==> src/rtl/spi_pkg.sv <==
// Shared SPI constants and types, used by the receiver and the transmitter.
package spi_pkg;

    // Default word width for both ends of the link.
    localparam int SPI_DATA_W = 8;

    // Chip select is active low.
    localparam logic SPI_CS_ACTIVE = 1'b0;

    // Receiver frame state.
    typedef enum logic [1:0] {
        SPI_RX_IDLE  = 2'd0,
        SPI_RX_SHIFT = 2'd1,
        SPI_RX_ERR   = 2'd2
    } spi_rx_state_e;

endpackage

==> src/rtl/spi_sync.sv <==
// N-stage synchroniser for one asynchronous input, with a selectable reset value.
module spi_sync #(
    parameter int   STAGES  = 2,
    parameter logic RST_VAL = 1'b0
) (
    input  logic clk,
    input  logic rst,
    input  logic d,
    output logic q
);

    logic [STAGES-1:0] chain;

    // Shift the raw input through the flop chain; the last stage is the clean copy.
    // NOTE: sequential state uses non-blocking assignments so every flop samples pre-edge values.
    always_ff @(posedge clk) begin
        if (rst) begin
            chain <= {STAGES{RST_VAL}};
        end else begin
            chain <= {chain[STAGES-2:0], d};
        end
    end

    assign q = chain[STAGES-1];

endmodule

==> src/rtl/spi_rx.sv <==
// Oversampling SPI (mode 0, MSB first) slave receiver with a one-entry
// valid/ready output register, overrun and truncated-frame flags.
// Optional feature: define SPI_RX_ERR_CNT_EN to add the saturating err_cnt port.
module spi_rx
    import spi_pkg::*;
#(
    parameter int DATA_W      = SPI_DATA_W,
    parameter int SYNC_STAGES = 2
) (
    input  logic              clk,
    input  logic              RST,
    input  logic              spi_cs,
    input  logic              spi_clk,
    input  logic              spi_data,
    output logic [DATA_W-1:0] rx_data,
    output logic              rx_valid,
    input  logic              rx_ready,
    output logic              rx_busy,
    output logic              rx_overrun,
    output logic              rx_frame_err
`ifdef SPI_RX_ERR_CNT_EN
    ,
    output logic [15:0]       err_cnt
`endif
);

    localparam int                CNT_W    = $clog2(DATA_W);
    localparam logic [CNT_W-1:0]  LAST_BIT = CNT_W'(DATA_W - 1);
    localparam logic [1:0]        FLUSHED  = 2'(SYNC_STAGES);

    // Synchronised SPI lines.
    logic s_cs;
    logic s_clk;
    logic s_data;

    spi_sync #(.STAGES(SYNC_STAGES), .RST_VAL(1'b1)) u_sync_cs (
        .clk (clk),
        .rst (RST),
        .d   (spi_cs),
        .q   (s_cs)
    );

    spi_sync #(.STAGES(SYNC_STAGES), .RST_VAL(1'b0)) u_sync_clk (
        .clk (clk),
        .rst (RST),
        .d   (spi_clk),
        .q   (s_clk)
    );

    spi_sync #(.STAGES(SYNC_STAGES), .RST_VAL(1'b0)) u_sync_data (
        .clk (clk),
        .rst (RST),
        .d   (spi_data),
        .q   (s_data)
    );

    // Edge detection and frame arming.
    logic       s_clk_d;
    logic       s_cs_d;
    logic [1:0] flush_cnt;
    logic       armed;
    logic       rise;
    logic       cs_fall;
    logic       cs_rise;

    // Delayed copies for edge detection. The synchroniser reset values are not
    // real samples, so a CS fall is honoured only after CS has been seen
    // inactive once the chains have flushed; a frame already running at reset
    // release is therefore skipped.
    always_ff @(posedge clk) begin
        if (RST) begin
            s_clk_d   <= 1'b0;
            s_cs_d    <= 1'b1;
            flush_cnt <= 2'd0;
            armed     <= 1'b0;
        end else begin
            s_clk_d <= s_clk;
            s_cs_d  <= s_cs;
            if (flush_cnt != FLUSHED) begin
                flush_cnt <= flush_cnt + 2'd1;
            end
            if (flush_cnt == FLUSHED && s_cs != SPI_CS_ACTIVE) begin
                armed <= 1'b1;
            end
        end
    end

    assign rise    = s_clk & ~s_clk_d;
    assign cs_fall = armed & (s_cs == SPI_CS_ACTIVE) & (s_cs_d != SPI_CS_ACTIVE);
    assign cs_rise = (s_cs != SPI_CS_ACTIVE) & (s_cs_d == SPI_CS_ACTIVE);

    // Frame state machine.
    spi_rx_state_e     state,   state_n;
    logic [CNT_W-1:0]  bit_cnt, bit_cnt_n;
    logic [DATA_W-1:0] shreg,   shreg_n;
    logic [DATA_W-1:0] word_q,  word_n;
    logic              word_done, done_n;
    logic [DATA_W-1:0] shifted;

    assign shifted = {shreg[DATA_W-2:0], s_data};

    // State register plus the completed-word stage feeding the output register.
    always_ff @(posedge clk) begin
        if (RST) begin
            state     <= SPI_RX_IDLE;
            bit_cnt   <= '0;
            shreg     <= '0;
            word_q    <= '0;
            word_done <= 1'b0;
        end else begin
            state     <= state_n;
            bit_cnt   <= bit_cnt_n;
            shreg     <= shreg_n;
            word_q    <= word_n;
            word_done <= done_n;
        end
    end

    // Next state: a clock rise is processed before a CS rise in the same cycle,
    // so the CS decision uses the post-shift bit count.
    // NOTE: every signal driven here gets a default first, so no path can infer a latch.
    always_comb begin
        state_n   = state;
        bit_cnt_n = bit_cnt;
        shreg_n   = shreg;
        word_n    = word_q;
        done_n    = 1'b0;
        case (state)
            SPI_RX_IDLE: begin
                bit_cnt_n = '0;
                shreg_n   = '0;
                if (cs_fall) begin
                    state_n = SPI_RX_SHIFT;
                end
            end
            SPI_RX_SHIFT: begin
                if (rise) begin
                    if (bit_cnt == LAST_BIT) begin
                        done_n    = 1'b1;
                        word_n    = shifted;
                        bit_cnt_n = '0;
                        shreg_n   = '0;
                    end else begin
                        shreg_n   = shifted;
                        bit_cnt_n = bit_cnt + CNT_W'(1);
                    end
                end
                if (cs_rise) begin
                    state_n = (bit_cnt_n == '0) ? SPI_RX_IDLE : SPI_RX_ERR;
                end
            end
            SPI_RX_ERR: begin
                bit_cnt_n = '0;
                shreg_n   = '0;
                state_n   = SPI_RX_IDLE;
            end
            default: begin
                state_n = SPI_RX_IDLE;
            end
        endcase
    end

    // One-entry output register: a new word loads when empty or when the held
    // word is handed off in the same cycle; otherwise it is dropped.
    always_ff @(posedge clk) begin
        if (RST) begin
            rx_data    <= '0;
            rx_valid   <= 1'b0;
            rx_overrun <= 1'b0;
        end else begin
            rx_overrun <= 1'b0;
            if (word_done) begin
                if (!rx_valid || rx_ready) begin
                    rx_data  <= word_q;
                    rx_valid <= 1'b1;
                end else begin
                    rx_overrun <= 1'b1;
                end
            end else if (rx_valid && rx_ready) begin
                rx_valid <= 1'b0;
            end
        end
    end

    assign rx_frame_err = (state == SPI_RX_ERR);
    assign rx_busy      = (s_cs == SPI_CS_ACTIVE);

`ifdef SPI_RX_ERR_CNT_EN
    // Saturating count of error cycles; simultaneous pulses count once.
    always_ff @(posedge clk) begin
        if (RST) begin
            err_cnt <= 16'd0;
        end else if ((rx_overrun || rx_frame_err) && err_cnt != 16'hFFFF) begin
            err_cnt <= err_cnt + 16'd1;
        end
    end
`endif

endmodule

==> config.mk <==
export PLATFORM = sky130hd
export DESIGN_NAME = spi_rx
export DESIGN_NICKNAME = d
export VERILOG_FILES = /design/src/rtl/spi_pkg.sv /design/src/rtl/spi_sync.sv /design/src/rtl/spi_rx.sv
export SDC_FILE = /design/constraint.sdc
export NUM_CORES = 1
export LEC_CHECK = 0
export ABC_AREA = 1
export ABC_CLOCK_PERIOD_IN_PS = 2750
export BUFFER_PORTS_ARGS = -buffer_cell sky130_fd_sc_hd__buf_2
export CORE_MARGIN = 2
export CORE_UTILIZATION = 40
export CTS_BUF_LIST = sky130_fd_sc_hd__clkbuf_16
export DETAILED_ROUTE_END_ITERATION = 8
export PLACE_DENSITY_LB_ADDON = 0.3
export SLEW_MARGIN = 20
export SYNTH_ARGS = -nofsm -noshare
export SYNTH_HDL_FRONTEND = slang
export SYNTH_SLANG_ARGS = --single-unit
==> constraint.sdc <==
create_clock -name clk -period 2.75 [get_ports clk]
set_clock_uncertainty 0.1 [all_clocks]
set_input_delay 0.275 -clock clk [delete_from_list [all_inputs] [get_ports clk]]
set_output_delay 0.275 -clock clk [all_outputs]
set_load 0.02 [all_outputs]
=== Word-level counts from Yosys, hierarchy flattened ===
Index checks and enable logic that the tools add are counted.

* Add/subtract/negate cells: 2
* Multiply operators: 0
* Divide/modulo/power cells: 0
* Order comparisons: 0
* Eq/ne operators: 9
* Shifts and indexed selects: 0
* Multiplexer cells: 16
* Bitwise gates (word level): 10
* Reductions and logical operators: 16

{| class="wikitable"
|+ Operator list
! operator !! count
|-
| $mux W7 || 2
|-
| $pmux W7 S2 || 1
|-
| $mux W3 || 3
|-
| $ne A2 B2 Y1 const B || 4
|-
| $reduce_and A2 Y1 || 4
|-
| $mux W2 || 3
|-
| $not A1 Y1 || 6
|-
| $pmux W3 S2 || 1
|-
| $mux W1 || 5
|-
| $and A1 B1 Y1 || 4
|-
| $eq A2 B2 Y1 const B || 2
|-
| $pmux W2 S2 || 1
|-
| $reduce_bool A2 Y1 || 2
|-
| $reduce_or A2 Y1 || 2
|-
| $add A3 B1 Y3 const B || 1
|-
| $eq A3 B3 Y1 const B || 1
|-
| $logic_not A3 Y1 || 1
|-
| $reduce_and A3 Y1 || 1
|-
| $reduce_or A3 Y1 || 1
|-
| $add A2 B1 Y2 const B || 1
|-
| $eq A2 B1 Y1 const B || 1
|-
| $logic_and A1 B1 Y1 || 2
|-
| $logic_not A2 Y1 || 1
|-
| $ne A2 B1 Y1 const B || 1
|-
| other kinds (2) || 2
|}

* Flip-flop bits (word level): 42
* Latch bits: 0
* RAM bits: 0
* ROM bits: 0
* Input port bits: 6
* Output and inout bits: 12
* Logic and storage cells: 68
* Memories: 0

=== Depth between registers and ports, before layout ===
* Word-level depth: 8
* Mapped depth: 10
* Mapped depth without buffers: 9

=== Modules after synthesis ===
A second synthesis with hierarchy kept.

* Cells, all modules: 218
* Area total of the unflattened synthesis: 1620.3 um^2

{| class="wikitable"
|+ By module, submodules not included
! module !! times used !! cells each !! area an instance (um^2)
|-
| spi_rx || 1 || 199 || 1451.4
|-
| spi_sync (u_sync_clk ...) || 2 || 6 || 55.1
|-
| spi_sync (u_sync_cs) || 1 || 7 || 58.8
|}

=== Least setup slack after synthesis ===
No wires, ideal clock.

* Path type: reg-to-reg
* From: register bit_cnt[0]
* To: register word_q[6]
* Library setup time: 0.113 ns
* Data arrival time: 1.222 ns
* Data required time: 2.537 ns
* Slack: 1.315 ns
* Stages on the path, launching flop included: 10
* Buffers on the path: 2
* Clock period less this slack: 1.435 ns
* Cell sequence: dfxtp_1 -> ha_1 -> ha_1 -> buf_6 -> nand3_2 -> nor2_4 -> buf_6 -> nand2_1 -> nand2_1 -> nor2_1

* Cells in the longest elaborated chain, start to end: 2

{| class="wikitable"
|+ Ends and longest elaborated chain
! what !! RTL line !! text
|-
| start, declared || spi_rx.sv:94 || <nowiki>logic [CNT_W-1:0] bit_cnt, bit_cnt_n;</nowiki>
|-
| start signal, assigned || spi_rx.sv:112 || <nowiki>bit_cnt <= bit_cnt_n;</nowiki>
|-
| $eq A3 B3 Y1 || spi_rx.sv:138 || <nowiki>if (bit_cnt == LAST_BIT) begin</nowiki>
|-
| $reduce_and A3 Y1 (no source line) || n/a ||
|-
| end signal, assigned || spi_rx.sv:114 || <nowiki>word_q <= word_n;</nowiki>
|-
| end, declared || spi_rx.sv:96 || <nowiki>logic [DATA_W-1:0] word_q, word_n;</nowiki>
|}

No other way between the ends.
A chain may end at the register's enable or synchronous reset.

=== Final worst setup path ===
* From: register bit_cnt[1]
* To: register word_q[3]

Same word-level chain as after synthesis.

==> reports/metrics.cfg <==
[status]
outcome = complete, no violations

[layout]
syn2layout_area_growth_pct = 15.0
fin_util_pct = 47.4
fin_nets = 242
drive_above_1_share_pct = 13.2
insertedDiodeCount = 0

[flow_run]
cap_violations = 0

[hold_path]
hold_path_end = u_sync_cs.chain[0]
hold_depth = 2
min_from = spi_cs
hold_class = primary input to flip-flop

[clock_network]
cts-resized-gates = 0
clk_pin_slew_ns = 0.06
post_cts_buffers = 0
clock_latency_ns = 0.28
cts_made_buffers = 5
cts_root_buf = clkbuf_16
cts_hold_buf = 0
cts_tree = yes
cts_buffer_depth = 2
clock_sinks = 42
cts-htree-levels = 2

[synthesis]
ys_seq_area_share_pct = 51.7
async_reset_ff_share_pct = 0
synth_area_um2 = 1630
synthTopCellsByArea = dfxtp_1 52%, nor2_1 12%, nand2_1 8.8%, inv_1 6.7%, a21oi_1 3.7%
ys_ff_latch = 42
yosysTopAreaCell = dfxtp_1
avgSynthCellArea_um2 = 7.52
ys.flop_type = dfxtp_1
netlist_instances = 216
synth_common_cells = 51 x nor2_1, 42 x dfxtp_1, 38 x nand2_1
synth_most_common_cell = nor2_1
syn-num-nets = 225
synth.distinct_cells = 19
synth-edff-count = 0
yosysWarningCount = 0
synth_top_area_share_pct = 51.7

[routing]
drtIter0Drc = 55
drc_errors = 0
via_count = 1252
wl_per_cell_um = 9.40
wirelength_um = 2670
routed_via_density = 4.41
dr.pass1.iters = 4
ant_nets = 0

[worst_setup_path]
worstSetupEndpointType = flip-flop
cp_slowest_cell = ha_1
start_kind = flip-flop
reg2reg_from = bit_cnt[1]
critPathArrivalTime_ns = 1.85
cp_max_fo = 16
max_stage_delay_ns = 0.35
regToRegSetupSlack_ns = 0.98
r2r_end = word_q[3]
critPathKind = flip-flop to flip-flop
cp_cell_sequence = ha_1 -> ha_1 -> nand3_2 -> nor2_4 -> nand2_1 -> nand2_1 -> nor2_1
required_ns = 2.83
worstRegToRegCells = 7

[timing]
period_minus_slack_ns = 1.77
setup_viol = 0
rsz0062_at_grt = false
max-slew-margin-rel_pct = 64.9
fin_setup_tns_ns = 0
finalCritPeriodShare_pct = 64.4
hold_viol = 0
tightest_slew_ns = 0.525
setup_slack_ns = 0.979
max_freq_ghz = 0.565
finalMaxSlewViolations = 0

[floorplan]
start_util_pct = 41.2
core-area_um2 = 3940
die_x_um = 67.7
rows = 23
die_area_um2 = 4590
ioPinCount = 18
die_y_um = 67.7

[placement]
dp_hpwl_um = 1810
place_congestion = 0.756
pre_cts_ws_ns = 1.02
port_buffers = 17

[power]
ir_worst_vdd_mv = 0.281
total_leakage_power_nw = 0.811
cellPowerDensity_nw_per_um2 = 680

[global_route]
first_global_vias = 1108
gr-usage-all-layers_pct = 14.5
grt_max_degree = 21
grt_pass1_wl_um = 4790
overflow = 0
antenna_found_initial = 0

==> critical path: cells and delay by family, from the launching register on <==
family,cells,cell delay [ns]
and+or+nand+nor,5,0.70
adders and majority gates,2,0.51
DFF,1,0.34
==> per-layer routing <==
layer  up-vias  track usage, %  routed length [um]  share of wire [%]
met5         -               0                   0                  0
met3         4            6.00                 128                4.8
met2        21            21.4                1120                 42
li1        703               -                   -                  -
met4         0            8.42                  53                2.0
met1       524            17.4                1370                 51
==> power breakdown <==
| group | switching, W | total [W] | internal, W |
|---|---|---|---|
| Clock | 0.000229 | 0.000562 | 0.000332 |
| Combinational | 0.0000434 | 0.0000712 | 0.0000278 |
| Sequential | 0.00000962 | 0.000638 | 0.000629 |
| Total | 0.000282 | 0.00127 | 0.000989 |
==> flip-flops by register name, summed over array words and instances (netlist names), 2 cells and up <==
register and flops:
rx_data 8, word_q 8, shreg 7, bit_cnt 3, flush_cnt 2, state 2
u_sync_clk.chain 2, u_sync_cs.chain 2, u_sync_data.chain 2
==> through the flow <==
step	power (W)	instance area [um^2]	hold slack, ns	cells
4_1_cts	0.00129	1870	0.0718	284
6_report	0.00127	1870	0.0751	284
2_1_floorplan	0.000710	1630	0.279	216
5_1_grt	0.00133	1870	0.0927	284
3_5_place_dp	0.000724	1730	0.296	276
3_3_place_gp	0.000722	1730	0.289	276
==> layout make-up <==
type / count / area (um^2)
Timing Repair Buffer: 17 / 85.1
Clock inverter: 3 / 17.5
Fill cell: 415 / 2070
Sequential cell: 42 / 841
Inverter: 29 / 109
Tap cell: 50 / 62.6
Multi-Input combinational cell: 138 / 629
Clock buffer: 5 / 125
==> cell usage in the layout, fill, tap and decap left out <==
master	n
clkbuf_16	5
nand3_2	1
nand4_1	1
nor2_2	1
nor2_4	2
inv_1	30
dfxtp_1	42
o21ai_0	10
clkinv_4	1
or2_2	2
nor2_1	51
nand2_2	1
ha_1	3
nand3_1	11
nor3_1	2
a21oi_1	12
clkinv_2	1
o22ai_1	3
buf_2	17
nand2_1	38
==> how the worst max path moves through the flow <==
stage / start / end / slack, ns / cells past startpoint
2_1_floorplan: bit_cnt[0] / word_q[6] / 1.32 / 9
3_3_place_gp: bit_cnt[0] / word_q[6] / 1.09 / 7
3_5_place_dp: bit_cnt[1] / word_q[3] / 1.02 / 7
4_1_cts: bit_cnt[1] / word_q[3] / 0.95 / 7
5_1_grt: bit_cnt[1] / word_q[1] / 0.79 / 7
6_report: bit_cnt[1] / word_q[3] / 0.98 / 7
==> logic make-up (layout without fill, tap and decap cells) <==
kind of cell             count (synthesis)  after routing  share of synthesized area [%]
buffers and inverters                   36             54                           9.55
flip-flops                              42             42                           51.7
AND/OR/NAND/NOR                        110            110                           28.5
AO/OA/AOI/OAI                           25             25                           7.93
adder cells (fa/ha/maj)                  3              3                           2.31
No activity file was read; power rests on OpenSTA's default activity.
